$ cat src/rtl/apb_mon_pkg.sv
// Shared types and check indices for the APB protocol monitor.
package apb_mon_pkg;

  typedef enum logic [1:0] {
    IDLE   = 2'd0,
    SETUP  = 2'd1,
    ACCESS = 2'd2
  } apb_state_e;

  localparam int NUM_CHK        = 6;
  localparam int CHK_SEL_MULTI  = 0;
  localparam int CHK_NO_SETUP   = 1;
  localparam int CHK_UNSTABLE   = 2;
  localparam int CHK_TIMEOUT    = 3;
  localparam int CHK_EARLY_DROP = 4;
  localparam int CHK_STRB_READ  = 5;

endpackage

$ cat src/rtl/apb_mon_sat_cnt.sv
// Saturating up-counter with synchronous clear; clear drops a same-cycle increment.
module apb_mon_sat_cnt #(
  parameter int CNT_W = 16
) (
  input  logic             clk,
  input  logic             rst,
  input  logic             inc,
  input  logic             clr,
  output logic [CNT_W-1:0] cnt
);

  always_ff @(posedge clk or posedge rst) begin
    if (rst) begin
      cnt <= '0;
    end else if (clr) begin
      cnt <= '0;
    end else if (inc && (cnt != '1)) begin
      cnt <= cnt + CNT_W'(1);
    end
  end

endmodule

$ cat src/rtl/apb_protocol_monitor.sv
// Passive APB3/APB4 monitor: tracks each transfer, flags protocol violations and
// keeps saturating statistics. The first penable sample after SETUP is the first ACCESS cycle.
module apb_protocol_monitor
  import apb_mon_pkg::*;
#(
  parameter int ADDR_W  = 32,
  parameter int DATA_W  = 32,
  parameter int NUM_SLV = 4,
  parameter int TIMEOUT = 16,
  parameter int CNT_W   = 16
) (
  input  logic                clk,
  input  logic                rst,
  input  logic [NUM_SLV-1:0]  psel,
  input  logic                penable,
  input  logic                pwrite,
  input  logic [ADDR_W-1:0]   paddr,
  input  logic [DATA_W-1:0]   pwdata,
  input  logic [DATA_W/8-1:0] pstrb,
  input  logic                pready,
  input  logic                pslverr,
  input  logic                clr,
  input  logic [NUM_CHK-1:0]  err_mask,
  output logic [NUM_CHK-1:0]  err_pulse,
  output logic [NUM_CHK-1:0]  err_sticky,
  output logic                irq,
  output logic [CNT_W-1:0]    xfer_cnt,
  output logic [CNT_W-1:0]    slverr_cnt,
  output logic [CNT_W-1:0]    err_cnt,
  output logic [CNT_W-1:0]    max_wait
);

  localparam int STRB_W = DATA_W / 8;
  localparam logic [CNT_W-1:0] TO_LIM = CNT_W'(TIMEOUT);

  apb_state_e state, state_next;

  logic [ADDR_W-1:0]  cap_addr;
  logic               cap_write;
  logic [DATA_W-1:0]  cap_wdata;
  logic [STRB_W-1:0]  cap_strb;
  logic [NUM_SLV-1:0] cap_sel;
  logic [CNT_W-1:0]   wait_cnt, wait_next;
  logic               to_done, to_done_next;
  logic               capture, done, sel_any, access_now;
  logic [NUM_CHK-1:0] viol;

  always_comb begin
    state_next   = state;
    capture      = 1'b0;
    done         = 1'b0;
    viol         = '0;
    wait_next    = '0;
    to_done_next = 1'b0;
    sel_any      = |psel;
    access_now   = (state == ACCESS) || ((state == SETUP) && penable && (psel == cap_sel));

    case (state)
      IDLE: begin
        if (sel_any) begin
          capture = 1'b1;
          if (penable) begin
            viol[CHK_NO_SETUP] = 1'b1;
            state_next         = ACCESS;
          end else begin
            state_next = SETUP;
          end
        end
      end
      SETUP: begin
        if (!access_now) begin
          viol[CHK_NO_SETUP] = 1'b1;
          if (sel_any) begin
            capture    = 1'b1;
            state_next = SETUP;
          end else begin
            state_next = IDLE;
          end
        end
      end
      default: ;
    endcase

    if (access_now) begin
      if ((paddr != cap_addr) || (pwrite != cap_write) || (psel != cap_sel) ||
          (cap_write && ((pwdata != cap_wdata) || (pstrb != cap_strb))))
        viol[CHK_UNSTABLE] = 1'b1;
      if (pready) begin
        done       = 1'b1;
        state_next = IDLE;
      end else if (!penable || !sel_any) begin
        viol[CHK_EARLY_DROP] = 1'b1;
        state_next           = IDLE;
      end else begin
        state_next   = ACCESS;
        wait_next    = (wait_cnt == '1) ? wait_cnt : wait_cnt + CNT_W'(1);
        to_done_next = to_done;
        // Timeout fires once per transfer; the done flag holds it off until the transfer ends.
        if ((TIMEOUT != 0) && (wait_next == TO_LIM) && !to_done) begin
          viol[CHK_TIMEOUT] = 1'b1;
          to_done_next      = 1'b1;
        end
      end
    end

    if ($countones(psel) > 1) viol[CHK_SEL_MULTI] = 1'b1;
    if (sel_any && !pwrite && (pstrb != '0)) viol[CHK_STRB_READ] = 1'b1;
  end

  always_ff @(posedge clk or posedge rst) begin
    if (rst) begin
      state      <= IDLE;
      cap_addr   <= '0;
      cap_write  <= 1'b0;
      cap_wdata  <= '0;
      cap_strb   <= '0;
      cap_sel    <= '0;
      wait_cnt   <= '0;
      to_done    <= 1'b0;
      err_pulse  <= '0;
      err_sticky <= '0;
      max_wait   <= '0;
    end else begin
      state     <= state_next;
      wait_cnt  <= wait_next;
      to_done   <= to_done_next;
      err_pulse <= viol;
      if (capture) begin
        cap_addr  <= paddr;
        cap_write <= pwrite;
        cap_wdata <= pwdata;
        cap_strb  <= pstrb;
        cap_sel   <= psel;
      end
      // A new violation wins over a simultaneous clear.
      err_sticky <= (clr ? '0 : err_sticky) | viol;
      if (clr) max_wait <= '0;
      else if (done && (wait_cnt > max_wait)) max_wait <= wait_cnt;
    end
  end

  assign irq = |(err_sticky & err_mask);

  apb_mon_sat_cnt #(.CNT_W(CNT_W)) u_xfer_cnt (
    .clk(clk), .rst(rst), .inc(done), .clr(clr), .cnt(xfer_cnt)
  );

  apb_mon_sat_cnt #(.CNT_W(CNT_W)) u_slverr_cnt (
    .clk(clk), .rst(rst), .inc(done && pslverr), .clr(clr), .cnt(slverr_cnt)
  );

  apb_mon_sat_cnt #(.CNT_W(CNT_W)) u_err_cnt (
    .clk(clk), .rst(rst), .inc(|viol), .clr(clr), .cnt(err_cnt)
  );

endmodule
$ cat config.mk
export PLATFORM = sky130hd
export DESIGN_NAME = apb_protocol_monitor
export DESIGN_NICKNAME = d
export VERILOG_FILES = /design/src/rtl/apb_mon_pkg.sv /design/src/rtl/apb_mon_sat_cnt.sv /design/src/rtl/apb_protocol_monitor.sv
export SDC_FILE = /design/constraint.sdc
export NUM_CORES = 1
export LEC_CHECK = 0
export CAP_MARGIN = 20
export CORE_MARGIN = 2
export CORE_UTILIZATION = 57
export DETAILED_ROUTE_END_ITERATION = 8
export PLACE_DENSITY = 0.86
export RECOVER_POWER = 100
export SLEW_MARGIN = 20
export SYNTH_ARGS = -nofsm -noshare
export SYNTH_HDL_FRONTEND = slang
export SYNTH_SLANG_ARGS = --single-unit
$ cat constraint.sdc
create_clock -name clk -period 9.89 [get_ports clk]
set_input_delay 1.978 -clock clk [delete_from_list [all_inputs] [get_ports clk]]
set_output_delay 1.978 -clock clk [all_outputs]
set_load 0.1 [all_outputs]
======== Word level (Yosys, flattened, before mapping) ========
Cells that the tools add are included.
operators by class
  add/sub/neg operators ................... 7
  $lt $le $gt $ge ......................... 2
  equal/unequal tests ..................... 15
  mux-type cells .......................... 41
  bitwise logic cells ..................... 2
  reductions and logical operators ........ 32
operator list
  cell                                                                     number
  16-bit two-way mux                                                       12
  16-bit by 1-bit adder with 16-bit output, second input constant          4
  32-bit inequality test                                                   2
  16-bit inequality test, second input constant                            3
  1-bit two-way mux                                                        18
  16-bit equality test, second input constant                              1
  16-bit by 5-bit equality test with 1-bit output, second input constant   1
  16-bit > comparator                                                      1
  2-bit two-way mux                                                        6
  6-bit OR reduction                                                       2
  1-bit logical AND                                                        11
  4-bit inequality test                                                    2
  2-bit nonzero test                                                       4
  6-bit bitwise AND                                                        1
  1-bit logical OR                                                         6
  6-bit two-way mux                                                        1
  6-bit bitwise OR                                                         1
  1-bit by 1-bit adder with 2-bit output                                   2
  4-bit equality test                                                      1
  1-bit zero test                                                          4
  4-bit by 2-bit inequality test with 1-bit output, second input constant  1
  1-bit one-hot mux with 2 select lines                                    2
  2-bit one-hot mux with 2 select lines                                    1
  4-bit nonzero test                                                       1
  11 further kinds                                                         11
storage, ports and cells
  flip-flop bits (word level) ............. 168
  bits of input ports ..................... 85
  output and inout bits ................... 77
  logic and storage cells ................. 113

======== Logic depth before layout (Yosys ltp) ========
Gate-level depths: netlist of the first run.
  depth after elaboration ................. 12
  depth in mapped cells ................... 11

======== By module ========
A second synthesis of the first run with hierarchy kept.
unflattened totals
  cells, all modules ...................... 867
  area total of the unflattened synthesis .. 9188.8 um^2
modules (own cells, without submodules)
  module                instances  cells each  area an instance (um^2)  sequential area each (um^2)
  apb_protocol_monitor  1          564         6392.4                   3002.9
  apb_mon_sat_cnt       3          101         932.1                    400.4

======== Worst setup path before layout of the first run ========
Ideal clock, no wire load.
  kind .................................... input port to output port
  start point ............................. in err_mask[2]
  end point ............................... out irq
  data arrival time ....................... 2.917 ns
  path slack .............................. 4.995 ns
  cell stages on the path ................. 2
  cell sequence ........................... a22oi_1 > nand3_1
between the ends
  word-level cells in the longest chain between the ends .. 2
RTL lines
  item                RTL line                     text
  from (decl)         apb_protocol_monitor.sv:23   input logic [NUM_CHK-1:0] err_mask,
  6-bit bitwise AND   apb_protocol_monitor.sv:142  assign irq = |(err_sticky & err_mask);
  6-bit OR reduction  apb_protocol_monitor.sv:142
  to (decl)           apb_protocol_monitor.sv:26   output logic irq,
Every way passes these cells.

======== Final worst setup path of the first run ========
  start point ............................. in psel[0]
  end point ............................... reg u_err_cnt.cnt[15]
between the ends
  word-level cells in the longest chain between the ends .. 9
  elaborated cells between the ends (all ways) .. 27
  those cells by class .................... add/sub: 2; order compare: 1; eq/ne: 2; mux: 10; reduce/logical: 12
RTL lines
  item                            RTL line                     text
  from (decl)                     apb_protocol_monitor.sv:14   input logic [NUM_SLV-1:0] psel,
  4-bit OR reduction              apb_protocol_monitor.sv:55   sel_any = |psel;
  1-bit zero test                 apb_protocol_monitor.sv:91   end else if (!penable || !sel_any) begin
  1-bit logical OR                apb_protocol_monitor.sv:91
  1-bit two-way mux               apb_protocol_monitor.sv:91
  2-bit two-way mux               apb_protocol_monitor.sv:88   if (pready) begin
  3-bit two-way mux *             apb_protocol_monitor.sv:84   if (access_now) begin
  via viol[3]                     apb_protocol_monitor.sv:46   logic [NUM_CHK-1:0] viol;
  6-bit OR reduction *            apb_protocol_monitor.sv:153  .clk(clk), .rst(rst), .inc(|viol), .clr(clr), .cnt(err_cnt)
  1-bit logical AND *             apb_mon_sat_cnt.sv:17        end else if (inc && (cnt != '1)) begin
  2-bit nonzero test (no line) *  n/a
  to (signal assigned)            apb_mon_sat_cnt.sv:18        cnt <= cnt + CNT_W'(1);
  to (decl)                       apb_mon_sat_cnt.sv:9         output logic [CNT_W-1:0] cnt
The timed path passes the listed nets; every way through them passes the cells marked *.
A chain may end at the register's enable or synchronous reset.

==> flow_summary_export.csv, run 1 <==
group,metric,value,unit
yosys,synthArstFlopShare,1.00,
power_and_ir_drop,ir_drop,0.147,mV
placed_design,hpwl,13.8,mm
cts,cts.path.max_buffers,2,
cts,root_buffer,"clkbuf_16",
global_routing,overflow,0,
cts,numCtsBuffers,17,
cts,clk_pin_slew,60,ps
cts,cts_sinks,168,
cells_and_area,fin_nets,1071,
yosys,syn_avg_cell_area,10.8,um^2
setup_path,r2r-start,"cap_sel[0]$_DFFE_PP0P_",
yosys,synth_top_area_share,0.482,
setup_path,critPathCapture,"u_err_cnt.cnt[15]$_DFFE_PP0P_",
setup_path,cp-end-kind,"flop",
yosys,syn_nets,913,
status,status,"finished, violations left",
timing,slew_headroom,-1.92,
timing,drv_slew,242,
floorplan,initial_core_util,0.577,
setup_path,crit_path_start,"psel[0]",
job,cap_viol_max_count,5,
yosys,ys.warnings.count,0,
yosys,synth_ff_type,"dfrtp_1",
cts,postCtsSetupRepairBufs,0,
placed_design,numPortBuffers,161,
global_routing,antenna_found_initial,0,
yosys,synth_enable_flop_cells,0,
timing,tns,0,ps
floorplan,ios,162,
setup_path,reg2reg_slack,4430,ps
global_routing,grt_pass1_vias,6640,
routing,routed_wl,19.7,mm
setup_path,arrival,7550,ps
cells_and_area,num_antenna_cells,0,
timing,hold_ws,528,ps
global_routing,track_usage,0.249,
cts,cts_tree,"built",
cts,postCtsHoldBufs,0,
cells_and_area,final_cell_mix,"dfrtp_1, clkdlybuf4s50_1, dlygate4sd3_1",
timing,max_freq,0.138,GHz
cts,cts_resized,0,
timing,worst_pin_slew,4350,ps
routing,antenna_left,0,
global_routing,grt_max_degree,102,
worst_hold_path,hold_class,"flop to flop",
routing,drt-initial-drc-count,545,
power_and_ir_drop,leakagePower,4.69,nW
timing,finalSetupViolations,0,
setup_path,cp.required,10210,ps
floorplan,row_count,45,
cts,htreeDepth,4,
setup_path,worst-setup-path-type,"input pin to flop",
setup_path,timing.rr.end,"u_err_cnt.cnt[15]$_DFFE_PP0P_",
setup_path,critPathMaxFanout,19,
cells_and_area,drive_gt1_frac,0.111,
routing,avgViaCountPerCell,5.80,
timing,period_share,0.731,
routing,first_pass_iters,5,
routing,drc,0,
yosys,synth_seq_cells,168,
yosys,synthTopCellsByArea,"dfrtp_1, mux2_2, xor2_1",
cells_and_area,area_growth,26.6,%
yosys,synth_cell_types,59,
yosys,netlist_instances,806,
global_routing,grt_pass1_wl,32.6,mm
setup_path,start_kind,"input pin",
routing,via_count,6760,
setup_path,r2r.worst_path.cells,8,
cells_and_area,num-fill-cells,1059,
yosys,ys_seq_area_frac,0.482,
power_and_ir_drop,finalPower,2.27,mW
yosys,yosysTopAreaCell,"dfrtp_1",
timing,hold_violations,0,
floorplan,die_h,128,um
timing,finalClockSkew,8.27,ps
floorplan,fp.dieArea,16300,um^2
placed_design,gp_congestion,0.847,
timing,layout_min_cycle_time,7230,ps
cts,clkLatencyLatePin,430,ps
yosys,synth_area,8710,um^2
floorplan,dieWidth,128,um
status,violations,"capacitance limit, slew limit",
cells_and_area,mostFrequentLayoutCell,"dfrtp_1",
timing,grt_setup_unrepaired,"no",
routing,wl_per_cell,16.9,um
power_and_ir_drop,powerDensity,206,nW/um^2
floorplan,design.core.area,15100,um^2
==> logic make-up (layout without fill, tap and decap cells) <==
family                   after synthesis  count (layout)  synth area share
AND/OR/NAND/NOR                      261             261             0.157
flip-flops                           168             168             0.482
XOR/XNOR                             104             104             0.105
AO/OA/AOI/OAI                        101             101            0.0790
multiplexers                          95              95             0.120
buffers and inverters                 55             226            0.0248
adder cells (fa/ha/maj)               22              22            0.0325
==> how the worst min path moves through the flow <==
stage	startpoint	to	slack, ps	cells past startpoint
3_5_place_dp	cap_wdata[14]$_DFFE_PP0P_	cap_wdata[14]$_DFFE_PP0P_	520	1
4_1_cts	cap_wdata[6]$_DFFE_PP0P_	cap_wdata[6]$_DFFE_PP0P_	530	1
5_1_grt	cap_addr[18]$_DFFE_PP0P_	cap_addr[18]$_DFFE_PP0P_	540	1
3_3_place_gp	to_done$_DFFE_PP0P_	to_done$_DFFE_PP0P_	470	2
6_report	cap_addr[4]$_DFFE_PP0P_	cap_addr[4]$_DFFE_PP0P_	530	1
2_1_floorplan	to_done$_DFFE_PP0P_	to_done$_DFFE_PP0P_	460	2
==> sequential cells by signal, summed over array words and instances (netlist names) <==
name and cells:
max_wait 16, cap_write 1, cap_addr 32, u_slverr_cnt.cnt 16, wait_cnt 16, cap_sel 4
err_pulse 6, cap_strb 4, u_err_cnt.cnt 16, to_done 1, err_sticky 6, state 2
u_xfer_cnt.cnt 16, cap_wdata 32
==> routing by layer <==
layer	vias to the layer above	share of wire	routed length, um	GRT usage
met5	-	0	0	0
met4	0	0.015	295	0.0692
met3	29	0.065	1280	0.0716
met2	223	0.50	9780	0.415
met1	3304	0.42	8320	0.320
li1	3204	-	-	-
==> worst max-delay path, cell delays in order <==
cell           delay [ps]
dlygate4sd3_1         580
xor2_1                180
nor4_1                940
a21oi_1               720
or3b_1                560
a2111oi_0            1220
o31ai_1               680
or3_1                 530
a21oi_1               160
==> Yosys cell counts (4+ instances only) <==
| master | count |
|---|---|
| clkbuf_1 | 20 |
| a31oi_1 | 6 |
| xor2_1 | 75 |
| o31ai_1 | 4 |
| mux2_2 | 73 |
| dfrtp_1 | 168 |
| a21oi_1 | 25 |
| ha_1 | 21 |
| o311ai_0 | 4 |
| nand2_1 | 58 |
| and4_1 | 8 |
| mux2i_1 | 22 |
| or3_1 | 18 |
| nor4_1 | 18 |
| nor2_1 | 57 |
| o21a_1 | 4 |
| nand3_1 | 28 |
| nand4_1 | 25 |
| buf_2 | 5 |
| or4_1 | 4 |
| inv_1 | 29 |
| xnor2_1 | 29 |
| nor3_1 | 12 |
| a21o_1 | 8 |
| and3_1 | 12 |
| o21ai_0 | 24 |
| nor2b_1 | 5 |
==> metrics by stage <==
step                instances  instance area, um^2   util  worst slack (ps)
floorplan                 806                 8710      -              3370
global placement         1132                10500  0.696              4010
detailed placement       1132                10500  0.696              3750
CTS                      1164                11100  0.735              4070
global route             1165                11000  0.731              2230
finish                   1165                11000  0.731              2660
==> power by group <==
group | switching, mW | internal, mW
Sequential | 0.114 | 0.840
Combinational | 0.331 | 0.325
Clock | 0.271 | 0.386
==> cell type report <==
type / count / area, um^2 / area share
multi-input cells: 583 / 4270 / 0.387
flip-flops and latches: 168 / 4200 / 0.381
repair buffers: 165 / 1630 / 0.148
clock buffers: 22 / 464 / 0.0421
well taps: 188 / 235 / 0.0213
clock inverters: 10 / 120 / 0.0109
inverters: 29 / 110 / 0.00998
Note: power is estimated with default switching activity, not from simulation.
==> run 2: changes to the inputs <==
Settings changed: CORE_UTILIZATION 57 to 48, PLACE_DENSITY 0.86 to 0.77.
Clock period 9.89 ns to 5.8 ns, I/O delays scaled along.
==> run 2 against run 1 <==
The run still ends with capacitance limit, slew limit left. Clock power grew 78%. Critical path depth up 3. Die area is 18% higher. Flip-flop and latch count unchanged. Largest cell class unchanged.
==> flow_summary_export.csv, run 2 (synthesis gave the netlist of run 1 again) <==
group,metric,value,unit
power_and_ir_drop,ir_drop,0.274,mV
floorplan,fp.dieArea,19200,um^2
setup_path,crit_path_start,"psel[0]",
global_routing,overflow,0,
timing,finalSetupViolations,0,
cells_and_area,final_cell_mix,"dfrtp_1, clkdlybuf4s50_1, dlygate4sd3_1",
power_and_ir_drop,finalPower,3.89,mW
routing,routed_wl,19.6,mm
setup_path,timing.rr.end,"max_wait[6]$_DFFE_PP0P_",
cells_and_area,area_growth,28.0,%
timing,slew_headroom,-0.475,
placed_design,hpwl,13.8,mm
floorplan,die_h,139,um
floorplan,ios,162,
cells_and_area,regArea,4200,um^2
timing,tns,0,ps
cts,root_buffer,"clkbuf_16",
status,violations,"capacitance limit, slew limit",
cts,postCtsHoldBufs,0,
timing,max_freq,0.211,GHz
placed_design,numPortBuffers,161,
global_routing,grt_max_degree,103,
setup_path,r2r-start,"cap_sel[1]$_DFFE_PP0P_",
cts,clk_pin_slew,60,ps
timing,setup_ws,1060,ps
power_and_ir_drop,leakagePower,4.73,nW
cts,clkLatencyLatePin,430,ps
cts,htreeDepth,4,
timing,layout_min_cycle_time,4740,ps
cells_and_area,drive_gt1_frac,0.121,
setup_path,reg2reg_slack,2180,ps
global_routing,antenna_found_initial,0,
status,status,"finished, violations left",
setup_path,r2r.worst_path.cells,6,
cells_and_area,num-fill-cells,1483,
cts,numCtsBuffers,17,
timing,hold_ws,501,ps
routing,via_count,6707,
timing,period_share,0.817,
setup_path,arrival,5070,ps
routing,wl_per_cell,16.2,um
routing,avgViaCountPerCell,5.55,
routing,drc,0,
cells_and_area,post-route-cell-area,11200,um^2
global_routing,grt_pass1_wl,33.1,mm
floorplan,row_count,49,
global_routing,grt_pass1_vias,6610,
setup_path,cp.required,6130,ps
cts,cts.path.max_buffers,2,
cts,cts_tree,"built",
placed_design,gp_congestion,0.913,
global_routing,track_usage,0.210,
cells_and_area,multi_input_area,4300,um^2
cells_and_area,top_regs,"cap_addr (32), cap_wdata (32)",
cells_and_area,final_cells,1209,
cts,cts_resized,0,
setup_path,worst-setup-path-type,"input pin to flop",
cells_and_area,fin_nets,1073,
power_and_ir_drop,powerDensity,349,nW/um^2
job,cap_viol_max_count,4,
timing,finalClockSkew,7.98,ps
cts,postCtsSetupRepairBufs,0,
timing,grt_setup_unrepaired,"no",
floorplan,initial_core_util,0.487,
timing,drv_slew,226,
routing,first_pass_iters,5,
setup_path,start_kind,"input pin",
cts,cts_sinks,168,
routing,drt-initial-drc-count,530,
placed_design,post_dp_cell_area,10600,um^2
setup_path,cp-end-kind,"flop",
cells_and_area,final_util,0.623,
cells_and_area,mostFrequentLayoutCell,"dfrtp_1",
timing,hold_violations,0,
worst_hold_path,hold_class,"flop to flop",
floorplan,dieWidth,139,um
placed_design,dp.cells,1176,
placed_design,dp_slack,1090,ps
setup_path,critPathMaxFanout,19,
routing,antenna_left,0,
setup_path,critPathCapture,"u_err_cnt.cnt[14]$_DFFE_PP0P_",
timing,worst_pin_slew,2210,ps
floorplan,design.core.area,17900,um^2
-- run 2: cell types whose count changed in the layout (fill, tap and decap cells not counted), sizes merged --
cell / delta
buf: +2
bufinv: +1
clkbuf: -4
diode: +1
inv: +3
-- run 2: final cells by class --
class,instances,share of cell area
clock buffers,18,0.0385
repair buffers,167,0.148
clock inverters,14,0.0155
flip-flops and latches,168,0.377
multi-input cells,583,0.386
well taps,229,0.0257
inverters,29,0.0101
diodes,1,0.000224
-- run 2: where the power goes --
group | internal [mW] | leakage, nW | switching, mW
clock network | 0.681 | 0.291 | 0.487
logic | 0.536 | 2.28 | 0.562
registers | 1.43 | 2.15 | 0.191
total | 2.65 | 4.73 | 1.24
-- run 2: worst min path at each step --
| stage | to | cells past startpoint | start |
|---|---|---|---|
| final | to_done$_DFFE_PP0P_ | 2 | to_done$_DFFE_PP0P_ |
| after global routing | to_done$_DFFE_PP0P_ | 2 | to_done$_DFFE_PP0P_ |
| after CTS | to_done$_DFFE_PP0P_ | 2 | to_done$_DFFE_PP0P_ |
| after detailed placement | to_done$_DFFE_PP0P_ | 2 | to_done$_DFFE_PP0P_ |
| after global placement | to_done$_DFFE_PP0P_ | 2 | to_done$_DFFE_PP0P_ |
| after floorplan | to_done$_DFFE_PP0P_ | 2 | to_done$_DFFE_PP0P_ |
-- run 2: worst max-delay path, cell delays in order --
cell           delay, ps
dlygate4sd3_1        580
inv_1                120
ha_1                 150
nor3b_1              740
and4bb_2             310
a21oi_1              140
clkbuf_1             630
or3b_1               250
a2111oi_4             90
o31ai_2              560
o311ai_0             200
o41ai_1              120
-- run 2: per-layer routing --
layer / vias up / wire length (um) / GRT usage
met5: - / 0 / 0
met4: 0 / 414 / 0.0633
met3: 41 / 1430 / 0.0715
met2: 200 / 9330 / 0.335
met1: 3249 / 8440 / 0.272
li1: 3217 / - / -
